===== src/rtl/score_keeper.sv =====
// Tetris scoring stage: accumulates line-clear points into a saturating 16-bit
// score and keeps a registered five-digit BCD copy via iterative double-dabble.
module score_keeper #(
  parameter int unsigned SCORE_MAX = 65535
) (
  input  logic        clock,
  input  logic        reset,
  input  logic        clear_valid,
  input  logic [2:0]  lines_cleared,
  input  logic [3:0]  level,
  input  logic        game_over,
  output logic [15:0] player_score,
  output logic [19:0] score_bcd,
  output logic        bcd_valid
);

  typedef enum logic [1:0] {
    IDLE,
    LOAD,
    SHIFT
  } state_t;

  localparam logic [16:0] MAX17 = 17'(SCORE_MAX);

  logic [15:0] score_q, score_d;
  logic        changed_q, changed_d;
  state_t      state_q, state_d;
  logic [15:0] sr_q, sr_d;
  logic [19:0] scratch_q, scratch_d;
  logic [19:0] bcd_q, bcd_d;
  logic [3:0]  cnt_q, cnt_d;
  logic        valid_q, valid_d;

  logic [13:0] base;
  logic [13:0] incr;
  logic [16:0] sum;
  logic [15:0] clamped;
  logic        accept;

  always_comb begin
    base   = '0;
    accept = 1'b0;
    case (lines_cleared)
      3'd1: base = 14'd100;
      3'd2: base = 14'd300;
      3'd3: base = 14'd500;
      3'd4: base = 14'd800;
      default: base = '0;
    endcase
    if (clear_valid && !game_over && (lines_cleared >= 3'd1) && (lines_cleared <= 3'd4))
      accept = 1'b1;
    incr    = base * (14'(level) + 14'd1);
    sum     = {1'b0, score_q} + {3'b000, incr};
    clamped = (sum > MAX17) ? MAX17[15:0] : sum[15:0];
    score_d   = accept ? clamped : score_q;
    changed_d = accept && (clamped != score_q);
  end

  logic [19:0] adj;
  logic [35:0] shifted;

  always_comb begin
    adj = scratch_q;
    for (int unsigned i = 0; i < 5; i++) begin
      if (scratch_q[i*4 +: 4] >= 4'd5)
        adj[i*4 +: 4] = scratch_q[i*4 +: 4] + 4'd3;
    end
    shifted = {adj, sr_q} << 1;
  end

  always_comb begin
    state_d   = state_q;
    sr_d      = sr_q;
    scratch_d = scratch_q;
    cnt_d     = cnt_q;
    bcd_d     = bcd_q;
    valid_d   = valid_q;
    case (state_q)
      IDLE: begin
        if (changed_q)
          state_d = LOAD;
      end
      LOAD: begin
        sr_d      = score_q;
        scratch_d = '0;
        cnt_d     = '0;
        valid_d   = 1'b0;
        state_d   = changed_q ? LOAD : SHIFT;
      end
      SHIFT: begin
        // A fresh score change aborts this pass; the old result is never published.
        if (changed_q) begin
          state_d = LOAD;
        end else begin
          scratch_d = shifted[35:16];
          sr_d      = shifted[15:0];
          cnt_d     = cnt_q + 4'd1;
          if (cnt_q == 4'd15) begin
            bcd_d   = shifted[35:16];
            valid_d = 1'b1;
            state_d = IDLE;
          end
        end
      end
      default: state_d = IDLE;
    endcase
  end

  always_ff @(posedge clock) begin
    if (reset) begin
      score_q   <= '0;
      changed_q <= 1'b0;
      state_q   <= IDLE;
      sr_q      <= '0;
      scratch_q <= '0;
      cnt_q     <= '0;
      bcd_q     <= '0;
      valid_q   <= 1'b1;
    end else begin
      score_q   <= score_d;
      changed_q <= changed_d;
      state_q   <= state_d;
      sr_q      <= sr_d;
      scratch_q <= scratch_d;
      cnt_q     <= cnt_d;
      bcd_q     <= bcd_d;
      valid_q   <= valid_d;
    end
  end

  assign player_score = score_q;
  assign score_bcd    = bcd_q;
  assign bcd_valid    = valid_q;

endmodule


===== config.mk =====
export PLATFORM = sky130hd
export DESIGN_NAME = score_keeper
export DESIGN_NICKNAME = d
export VERILOG_FILES = /design/src/rtl/score_keeper.sv
export SDC_FILE = /design/constraint.sdc
export NUM_CORES = 1
export LEC_CHECK = 0
export BUFFER_PORTS_ARGS = -buffer_cell sky130_fd_sc_hd__buf_2
export CELL_PAD_IN_SITES_DETAIL_PLACEMENT = 1
export CELL_PAD_IN_SITES_GLOBAL_PLACEMENT = 1
export CORE_MARGIN = 4
export CORE_UTILIZATION = 47
export CTS_BUF_LIST = sky130_fd_sc_hd__clkbuf_4 sky130_fd_sc_hd__clkbuf_8
export DETAILED_ROUTE_END_ITERATION = 8
export PLACE_DENSITY_LB_ADDON = 0.1
export SLEW_MARGIN = 30
export SYNTH_ARGS = -nofsm -noshare
export SYNTH_HDL_FRONTEND = slang
export SYNTH_SLANG_ARGS = --single-unit

===== constraint.sdc =====
create_clock -name clock -period 7.8 [get_ports clock]
set_input_delay 0.78 -clock clock [delete_from_list [all_inputs] [get_ports clock]]
set_output_delay 0.78 -clock clock [all_outputs]
set_load 0.02 [all_outputs]

; ---- Yosys cells after proc, flatten, opt, wreduce, memory -nomap -nowiden
; Cells that the tools add are included.
[word_totals]
register_bits = 80
out_inout_bits = 37
input_bits = 11
[op_classes]
n_mul = 1
muxes = 22
order_cmp = 8
n_addsub = 8
bitwise_logic = 1
n_eq_ne = 12
reduce_logical = 11
[ops]
columns = op, count
row1 = 10-bit one-hot mux with 4 select lines, 1
row2 = 20-bit one-hot mux with 2 select lines, 1
row3 = 16-bit two-way mux, 2
row4 = 16-bit one-hot mux with 2 select lines, 1
row5 = "4-bit by 3-bit greater-or-equal comparator with 1-bit output, second input constant", 5
row6 = 20-bit two-way mux, 1
row7 = 4-bit two-way mux, 5
row8 = 16-bit by 14-bit adder with 17-bit output, 1
row9 = "17-bit by 16-bit > comparator with 1-bit output, second input constant", 1
row10 = "4-bit by 2-bit adder with 4-bit output, second input constant", 4
row11 = 16-bit != test, 1
row12 = 14-bit by 5-bit multiplier with 14-bit output, 1
row13 = 2-bit two-way mux, 4
row14 = 4-bit one-hot mux with 2 select lines, 1
row15 = "3-bit by 2-bit == test with 1-bit output, second input constant", 2
row16 = "2-bit != test, second input constant", 3
row17 = 2-bit one-hot mux with 3 select lines, 1
row18 = 3-bit AND reduction, 2
row19 = "4-bit by 1-bit adder with 5-bit output, second input constant", 1
row20 = "4-bit by 1-bit adder with 4-bit output, second input constant", 1
row21 = "4-bit == test, second input constant", 1
row22 = 1-bit logical AND, 4
row23 = 2-bit AND reduction, 2
row24 = "3-bit by 2-bit adder with 3-bit output, second input constant", 1
row25 = 14 further kinds, 16

; ---- Logic depth before layout (Yosys ltp)
; Gate-level depths: netlist (run 1).
[logic_depth]
word_depth = 8
ltp_mapped = 28
depth_no_buf = 27

; ---- Worst setup path after synthesis (run 1)
; Ideal clock, no wire load.
[synth_path]
kind = input -> register
start = input level[0]
end = register changed_q
arrival_time_ns = 6.398
setup_time_ns = 0.088
t_required_ns = 7.712
setup_slack_ns = 1.314
path_stages = 24
path_buffers = 1
path_cell_list = ha_1 nand3_1 or3_1 fa_1 fa_1 fa_1 inv_1 ha_1 a21oi_1 o21bai_1 a21oi_1 o21ai_0 a21o_1 a21oi_1 xnor2_1 ha_1 clkbuf_1 o21a_1 o211a_1 or4_1 and3_1 o22ai_1 and4b_1 a311oi_2
[synth_via]
elab_chain_len = 7
[synth_lines]
columns = element, line_no
row1 = start: declaration, 10  ; input logic [3:0] level,
row2 = 4-bit by 1-bit adder with 5-bit output (*), 52  ; incr = base * (14'(level) + 14'd1);
row3 = 14-bit by 5-bit multiplier with 14-bit output (*), 52
row4 = 16-bit by 14-bit adder with 17-bit output (*), 53  ; sum = {1'b0, score_q} + {3'b000, incr};
row5 = 17-bit by 16-bit > comparator with 1-bit output, 54  ; clamped = (sum > MAX17) ? MAX17[15:0] : sum[15:0];
row6 = 16-bit two-way mux (*), 54
row7 = 16-bit != test (*), 56  ; changed_d = accept && (clamped != score_q);
row8 = 1-bit logical AND (*), 56
row9 = end signal: assignment, 121  ; changed_q <= changed_d;
row10 = end: declaration, 26  ; logic changed_q, changed_d;
; Every way passes the cells marked *; elsewhere a longest branch is shown, timed or not.
; A chain may end at the register's enable or synchronous reset.

; ---- Worst setup path in the final report (run 1)
; Ends and elaborated chain as after synthesis.

==> impl_metrics.csv, run 1 <==
group,metric,value,unit
setup_path,cp.arrival,7.13,ns
floorplan,pin_count,48,
placed_design,gp_congestion,0.882,
cts,cts-buffers-inserted,9,
cts,cts_tree,"built",
timing,finalSetupTns,0,ns
logic_synthesis,synth_nets,751,
floorplan,initial_utilization,48.4,%
placed_design,port_buffers,47,
logic_synthesis,syn_area,5570,µm²
logic_synthesis,synth_top_area_share,28.7,%
logic_synthesis,synth_cell_type_count,65,
setup_path,worst_path_max_delay_cell,"fa_1",
timing,fmax,0.146,GHz
cts,post-cts-setup-buffer-count,0,
logic_synthesis,ys.flop_type,"dfxtp_1",
routing,vias,4902,
power,p_leak,2.63,nW
cts,clkLatencyLatePin,0.36,ns
timing,fin_skew,0.0149,ns
worst_hold_path,hold_path_class,"flip-flop to flip-flop",
setup_path,regToRegSetupSlack,4.68,ns
cts,ctsHoldBuffers,0,
routing,drc_errors,0,
floorplan,rows,39,
setup_path,slowest_delay,0.58,ns
timing,relSlewSlack,42.3,%
setup_path,critPathLaunchType,"primary input",
setup_path,crit_type,"primary input to flip-flop",
timing,final_max_slew_viol_count,0,
timing,tightest_slew,0.866,ns
power,irDropWorstVdd,0.0000702,V
logic_synthesis,yosysSeqAreaShare,28.7,%
routing,wl_per_cell,17.7,µm
routing,vias_per_cell,5.73,
layout,syn_to_final_growth,9.05,%
cts,clockBufferDepth,2,
cts,clkSlewWorstSetupHoldPaths,0.07,ns
cts,postCtsResizedCells,0,
setup_path,crit_chain,"buf_2 -> ha_1 -> nand3_1 -> or3_1 -> fa_1 -> fa_1 -> fa_1 -> inv_1 -> ha_1 -> a21oi_1 -> o21bai_1 -> a21oi_1 -> o21ai_0 -> a21o_1 -> a21oi_1 -> xnor2_1 -> ha_1 -> o21a_1 -> o211a_1 -> or4_1 -> and3_1 -> o22ai_1 -> and4b_1 -> a311oi_2",
logic_synthesis,yosysWarnings,0,
placed_design,post-dp-hpwl,11.4,mm
setup_path,cp.required,8.07,ns
timing,period_needed,6.87,ns
layout,nets,781,
floorplan,coreArea,11500,µm²
logic_synthesis,syn_inst,678,
timing,period_share,88.1,%
routing,wl,15.1,mm
logic_synthesis,ys_ff_latch,80,
routing,antenna_left,0,
routing,drt-pass1-iter-count,4,
floorplan,fp.dieH,117,µm
logic_synthesis,synth_commonest_cells,"nor2_1 (81), dfxtp_1 (80), nand2_1 (75)",
global_routing,grt_pass1_wl,25.1,mm
routing,drt-initial-drc-count,270,
timing,final-hold-violation-count,0,
logic_synthesis,synth.most_common_cell,"nor2_1",
cts,cts_htree_levels,3,
global_routing,antenna_found_initial,0,
logic_synthesis,yosys.area.top_type,"dfxtp_1",
timing,setup_violations,0,
job,cap_viol_max_count,0,
layout,antennaDiodeCount,0,
cts,cts.sinks,80,
setup_path,crit_path_end_kind,"flip-flop",
logic_synthesis,synthTopCellsByArea,"dfxtp_1 (29%), ha_1 (9.9%), fa_1 (6.5%)",
global_routing,gr-total-overflow,0,
timing,rsz0062_at_grt,"false",
layout,drive_gt1_share,13.2,%
logic_synthesis,ys_async_sr_fraction,0,%
logic_synthesis,synth_edf_count,0,
logic_synthesis,syn_avg_cell_area,8.22,µm²
setup_path,cp_max_fo,9,
power,power.density,170,nW/µm²
power,finalPower,0.00104,W
global_routing,grtUsageTotal,23.1,%
cts,root_buffer,"clkbuf_8",
floorplan,die_area,13700,µm²
floorplan,die_w,117,µm
global_routing,grt_start_max_net_pins,63,
outcome,status,"finished, final reports clean",
global_routing,grt_pass1_vias,5090,
-- sequential cells by signal, summed over array words and instances, names as in the netlist --
signal / count
cnt_q: 4
changed_q: 1
score_bcd: 20
player_score: 16
state_q: 2
scratch_q: 20
bcd_valid: 1
sr_q: 16
-- cell usage in the layout (no fill, tap or decap), types with 2 or more instances in the layout --
cell type and count:
o211ai_1 3, and2_1 2, xor2_1 11, fa_1 18, dfxtp_1 80, o21a_1 3
clkinv_2 2, o21ai_0 18, and3_1 4, clkbuf_8 10, buf_2 47, a22o_1 11
mux2i_1 5, a211oi_1 6, nor3_1 17, inv_1 43, o21bai_1 3, nand3_1 22
nor2b_1 4, ha_1 44, a31oi_1 8, a311oi_1 18, or2_2 5, buf_4 7
o22ai_1 3, xnor2_1 23, nand2_1 75, a21oi_1 53, and4b_1 2, nand4_1 4
or3_1 3, nor2_1 81, nand2b_1 12, a32oi_1 5, o31ai_1 5, a21o_1 12
nor3b_1 10
-- worst max-delay path, delay by kind of cell --
family | cells | cell delay (ns)
fa+ha+maj | 6 | 2.60
compound gates | 10 | 1.86
simple gates | 5 | 1.55
buf+inv | 2 | 0.21
xor+xnor | 1 | 0.11
-- layout make-up --
type / instances / area, µm²
Timing Repair Buffer: 54 / 288
Fill cell: 1428 / 5440
Multi-Input combinational cell: 520 / 3650
Inverter: 43 / 161
Clock inverter: 5 / 56.3
Tap cell: 143 / 179
Clock buffer: 11 / 145
Sequential cell: 80 / 1600
-- stage by stage --
step	util (%)	worst slack (ns)	cells	cell area (µm²)	hold slack (ns)
after floorplan	-	1.31	678	5570	0.424
after global routing	52.8	0.433	856	6080	0.486
after CTS	52.8	0.931	856	6080	0.457
final	52.8	0.931	856	6080	0.453
after detailed placement	51.0	0.585	840	5880	0.443
after global placement	51.0	0.944	840	5880	0.431
-- report_power, final --
| part | internal [W] | switching, W |
|---|---|---|
| registers | 0.000417 | 0.0000141 |
| logic | 0.000117 | 0.000172 |
| clock network | 0.000160 | 0.000156 |
-- per-layer routing --
layer / track usage, % / part of all wire (%) / up-vias
li1: - / - / 2439
met1: 29.6 / 45 / 2386
met2: 40.5 / 51 / 63
met3: 3.03 / 2.6 / 14
met4: 6.65 / 1.2 / 0
met5: 0 / 0 / -
-- kinds of logic (layout without fill, tap and decap cells) --
kind of cell / Yosys count / in the layout / share of synthesized area [%]
simple gates: 252 / 252 / 21.1
compound gates: 164 / 164 / 20.6
flops: 80 / 80 / 28.7
buf+inv: 78 / 113 / 6.02
fa+ha+maj: 62 / 62 / 16.3
xor+xnor: 36 / 36 / 6.11
mux: 6 / 6 / 1.10
-- path summary, 6_finish.rpt --
check,start,endpoint,cells past startpoint
worst max-delay path,level[0],changed_q,24
worst max register to register,player_score[2],changed_q,10
worst min-delay path,bcd_valid,bcd_valid,2
worst min register to register,bcd_valid,bcd_valid,2
Power figures use the tool's default switching activity.
==> inputs of run 2 (changes only) <==
--- a/config.mk
+++ b/config.mk
@@ -10,7 +10,7 @@
 export CELL_PAD_IN_SITES_GLOBAL_PLACEMENT = 1
 export CORE_MARGIN = 4
 export CORE_UTILIZATION = 47
-export CTS_BUF_LIST = sky130_fd_sc_hd__clkbuf_4 sky130_fd_sc_hd__clkbuf_8
+export CTS_BUF_LIST = sky130_fd_sc_hd__clkbuf_2
 export DETAILED_ROUTE_END_ITERATION = 8
 export PLACE_DENSITY_LB_ADDON = 0.1
 export SLEW_MARGIN = 30
==> impl_metrics.csv, run 2 (synthesis results as in run 1) <==
group,metric,value,unit
placed_design,place_ws,0.585,ns
cts,postCtsResizedCells,0,
cts,ctsHoldBuffers,0,
timing,period_needed,6.69,ns
layout,drive_gt1_share,13.0,%
setup_path,cp_max_fo,9,
floorplan,rows,39,
timing,fin_skew,0.0305,ns
setup_path,r2r_cells,10,
floorplan,die_area,13700,µm²
cts,cts_tree,"built",
cts,clockBufferDepth,2,
power,p_leak,2.60,nW
global_routing,grt_pass1_wl,24.9,mm
cts,cts.sinks,80,
routing,vias_per_cell,5.77,
timing,relSlewSlack,43.8,%
routing,wl_per_cell,17.5,µm
routing,wl,15.0,mm
power,seqPwrFrac,45.9,%
power,combPwrFrac,30.6,%
timing,tightest_slew,0.839,ns
layout,fillers,1435,
layout,finalNonFillerCells,857,
routing,drc_errors,0,
layout,final_cell_mix,"nor2_1 (81), dfxtp_1 (80), nand2_1 (75), a21oi_1 (53), buf_2 (47)",
global_routing,grt_pass1_vias,5064,
cts,root_buffer,"clkbuf_2",
timing,rsz0062_at_grt,"false",
floorplan,pin_count,48,
global_routing,grt_start_max_net_pins,63,
routing,drt-pass1-iter-count,4,
routing,vias,4942,
timing,fmax,0.149,GHz
floorplan,coreArea,11500,µm²
setup_path,cp.arrival,7.15,ns
routing,routed.top_layer,"met4",
floorplan,fp.dieH,117,µm
power,clockPowerShare,23.6,%
routing,wl_met1,6.81,mm
timing,finalSetupTns,0,ns
worst_hold_path,hold_path_class,"flip-flop to flip-flop",
timing,setup_violations,0,
placed_design,gp_congestion,0.882,
timing,final-hold-violation-count,0,
cts,clkLatencyLatePin,0.55,ns
placed_design,post-dp-hpwl,11.4,mm
routing,route.met3.wl,409,µm
setup_path,crit_path_end_kind,"flip-flop",
power,p_sw,0.000334,W
timing,final_max_slew_viol_count,0,
power,irDropWorstVdd,0.0000619,V
setup_path,crit_type,"primary input to flip-flop",
routing,antenna_left,0,
placed_design,port_buffers,47,
cts,post-cts-setup-buffer-count,0,
power,switching_share,35.4,%
layout,syn_to_final_growth,7.45,%
timing,period_share,85.8,%
layout,nets,781,
placed_design,dp_cells,840,
timing,finalWorstSetupSlack,1.11,ns
cts,clkSlewWorstSetupHoldPaths,0.19,ns
routing,dr_wl_met2,7.51,mm
layout,final_common_cell,"nor2_1",
cts,cts_htree_levels,3,
global_routing,grtUsageTotal,22.8,%
floorplan,die_w,117,µm
outcome,status,"finished, final reports clean",
layout,final_util,52.0,%
setup_path,critPathLaunchType,"primary input",
global_routing,antenna_found_initial,0,
power,p_int,0.000609,W
cts,cts-buffers-inserted,9,
job,cap_viol_max_count,0,
worst_hold_path,worstHoldPathCells,2,
power,power.density,158,nW/µm²
floorplan,initial_utilization,48.4,%
global_routing,gr-total-overflow,0,
setup_path,cp.required,8.26,ns
routing,drt-initial-drc-count,268,
[run 2: cell type report]
| class | count | area, µm² | area share (%) |
|---|---|---|---|
| multi-input combinational | 520 | 3650 | 60.9 |
| sequential | 80 | 1600 | 26.7 |
| timing repair buffer | 54 | 288 | 4.81 |
| tap | 143 | 179 | 2.99 |
| inverter | 43 | 161 | 2.70 |
| clock inverter | 6 | 60.1 | 1.00 |
| clock buffer | 10 | 50.0 | 0.836 |
| antenna | 1 | 2.50 | 0.0418 |
[run 2: power groups by stage]
stage               Sequential, W  Combinational [W]  Clock [W]
CTS                      0.000433           0.000290   0.000229
global placement         0.000440           0.000277          0
global route             0.000435           0.000321   0.000247
detailed placement       0.000441           0.000289          0
finish                   0.000433           0.000288   0.000223
floorplan                0.000440           0.000229          0
[run 2: worst paths after layout]
kind	from	end	slack (ns)
min	bcd_valid	bcd_valid	0.46
min reg2reg	bcd_valid	bcd_valid	0.46
max	level[0]	changed_q	1.11
max reg2reg	player_score[2]	changed_q	4.65
[run 2: stage by stage]
step | hold slack [ns] | area, µm² | total power [W]
finish | 0.464 | 5990 | 0.000943
detailed placement | 0.443 | 5880 | 0.000730
global route | 0.495 | 5990 | 0.00100
floorplan | 0.424 | 5570 | 0.000668
global placement | 0.431 | 5880 | 0.000717
CTS | 0.470 | 5990 | 0.000952
[run 2: routing by layer]
layer,vias up,global-route usage (%)
met4,0,6.50
met1,2412,29.2
met3,19,2.98
met2,66,40.2
li1,2445,-
met5,-,0
[run 2: critical path, stage by stage]
cell      delay (ns)
buf_2           0.16
ha_1            0.26
nand3_1         0.22
or3_1           0.44
fa_1            0.50
fa_1            0.54
fa_1            0.58
inv_1           0.05
ha_1            0.33
a21oi_1         0.22
o21bai_1        0.09
a21oi_1         0.23
o21ai_0         0.17
a21o_1          0.20
a21oi_1         0.18
xnor2_1         0.11
ha_1            0.40
o21a_1          0.17
o211a_1         0.24
or4_1           0.45
and3_1          0.22
o22ai_1         0.15
and4b_1         0.22
a311oi_2        0.22
==> inputs of run 3 (changes only) <==
--- a/config.mk
+++ b/config.mk
@@ -13,6 +13,7 @@
 export CTS_BUF_LIST = sky130_fd_sc_hd__clkbuf_2
 export DETAILED_ROUTE_END_ITERATION = 8
 export PLACE_DENSITY_LB_ADDON = 0.1
+export RECOVER_POWER = 50
 export SLEW_MARGIN = 30
 export SYNTH_ARGS = -nofsm -noshare
 export SYNTH_HDL_FRONTEND = slang
==> impl_metrics.csv, run 3 (synthesis results as in run 1) <==
group,metric,value,unit
timing,period_share,86.2,%
setup_path,slowest_delay,0.58,ns
cts,cts-buffers-inserted,9,
outcome,status,"finished with violations",
placed_design,port_buffers,47,
timing,tightest_slew,2.85,ns
cts,cts_tree,"built",
global_routing,gr-total-overflow,0,
layout,drive_gt1_share,9.26,%
setup_path,cp_max_fo,9,
cts,post-cts-setup-buffer-count,0,
global_routing,grtUsageTotal,22.8,%
global_routing,grt_pass1_wl,24.9,mm
timing,fin_skew,0.0369,ns
power,irDropWorstVdd,0.0000620,V
cts,root_buffer,"clkbuf_2",
timing,setup_violations,0,
cts,clkLatencyLatePin,0.55,ns
setup_path,worst_path_max_delay_cell,"fa_1",
global_routing,grt_pass1_vias,5064,
outcome,violations,"capacitance limit, slew limit",
routing,antenna_left,0,
worst_hold_path,worstHoldStart,"bcd_valid",
layout,fillers,1440,
timing,final_max_slew_viol_count,63,
cts,ctsHoldBuffers,0,
setup_path,cp.arrival,7.14,ns
floorplan,die_area,13700,µm²
floorplan,pin_count,48,
cts,clkSlewWorstSetupHoldPaths,0.19,ns
placed_design,dp_cells,840,
routing,drt-initial-drc-count,307,
placed_design,place_ws,0.585,ns
timing,rsz0062_at_grt,"false",
layout,syn_to_final_growth,6.80,%
power,p_leak,2.48,nW
placed_design,post-dp-hpwl,11.4,mm
setup_path,reg2reg_from,"player_score[2]",
routing,drc_errors,0,
job,cap_viol_max_count,1,
timing,fmax,0.149,GHz
cts,cts.sinks,80,
floorplan,rows,39,
global_routing,grt_start_max_net_pins,63,
layout,final_cell_mix,"nor2_1 (81), dfxtp_1 (80), nand2_1 (75), a21oi_1 (53), ha_1 (44)",
cts,clockBufferDepth,2,
cts,cts_htree_levels,3,
setup_path,crit_chain,"buf_2 -> ha_1 -> nand3_1 -> or3_1 -> fa_1 -> fa_1 -> fa_1 -> inv_1 -> ha_1 -> a21oi_1 -> o21bai_1 -> a21oi_1 -> o21ai_0 -> a21o_1 -> a21oi_1 -> xnor2_1 -> ha_1 -> o21a_1 -> o211a_1 -> or4_1 -> and3_1 -> o22ai_1 -> and4b_1 -> a311oi_2",
worst_hold_path,hold_path_class,"flip-flop to flip-flop",
timing,finalSetupTns,0,ns
setup_path,crit_type,"primary input to flip-flop",
cts,postCtsResizedCells,0,
timing,final-hold-violation-count,0,
timing,relSlewSlack,-89.9,%
timing,period_needed,6.72,ns
setup_path,crit_path_end_kind,"flip-flop",
routing,drt-pass1-iter-count,4,
routing,wl_per_cell,17.5,µm
layout,finalNonFillerCells,857,
setup_path,critPathLaunchType,"primary input",
layout,final_common_cell,"nor2_1",
power,power.density,158,nW/µm²
routing,wl,15.0,mm
placed_design,gp_congestion,0.882,
floorplan,die_w,117,µm
routing,vias_per_cell,5.75,
global_routing,antenna_found_initial,0,
routing,vias,4929,
layout,nets,781,
timing,finalWorstSetupSlack,1.08,ns
setup_path,cp.required,8.22,ns
setup_path,critical_path.startpoint,"level[0]",
floorplan,initial_utilization,48.4,%
floorplan,coreArea,11500,µm²
floorplan,fp.dieH,117,µm
-- run 3: changes by cell type in the layout (fill, tap and decap cells not counted) --
cell,before,now
clkbuf_1,0,27
buf_2,47,21
buf_4,7,6
-- run 3: area by class of cell --
type / count / area [µm²] / area share [%]
Antenna cell: 1 / 2.50 / 0.0420
Inverter: 43 / 161 / 2.71
Multi-Input combinational cell: 520 / 3650 / 61.3
Timing Repair Buffer: 54 / 251 / 4.23
Clock buffer: 10 / 50.0 / 0.841
Tap cell: 143 / 179 / 3.01
Clock inverter: 6 / 60.1 / 1.01
Sequential cell: 80 / 1600 / 26.9
-- run 3: where the power goes --
part | internal [W] | switching (W) | total, W
clock network | 0.0000736 | 0.000148 | 0.000222
logic | 0.000117 | 0.000171 | 0.000288
registers | 0.000419 | 0.0000142 | 0.000433
total | 0.000609 | 0.000334 | 0.000943
-- run 3: per-layer routing --
metal	track usage (%)	vias up	share of wire (%)	routed length, µm
met2	40.2	61	50	7540
met3	2.98	19	2.4	361
met1	29.2	2408	46	6850
met4	6.50	0	1.7	252
li1	-	2441	-	-
met5	0	-	0	0
-- run 3: path summary, 6_finish.rpt --
| kind | endpoint | slack, ns | depth (start not counted) |
|---|---|---|---|
| max | changed_q | 1.08 | 24 |
| min | bcd_valid | 0.47 | 2 |
| max reg2reg | changed_q | 4.55 | 10 |
| min reg2reg | bcd_valid | 0.47 | 2 |
-- run 3: critical path, delay by kind of cell --
kind / cells / cell delay, ns
fa+ha+maj: 6 / 2.61
compound gates: 10 / 1.88
simple gates: 5 / 1.55
buf+inv: 2 / 0.21
xor+xnor: 1 / 0.11
-- run 3: metrics by stage --
stage / hold slack, ns / instance area [µm²] / power [W] / utilization [%]
2_1_floorplan: 0.424 / 5570 / 0.000668 / -
3_3_place_gp: 0.431 / 5880 / 0.000717 / 51.0
3_5_place_dp: 0.443 / 5880 / 0.000730 / 51.0
4_1_cts: 0.470 / 5990 / 0.000952 / 52.0
5_1_grt: 0.495 / 5950 / 0.00100 / 51.7
6_report: 0.465 / 5950 / 0.000943 / 51.7
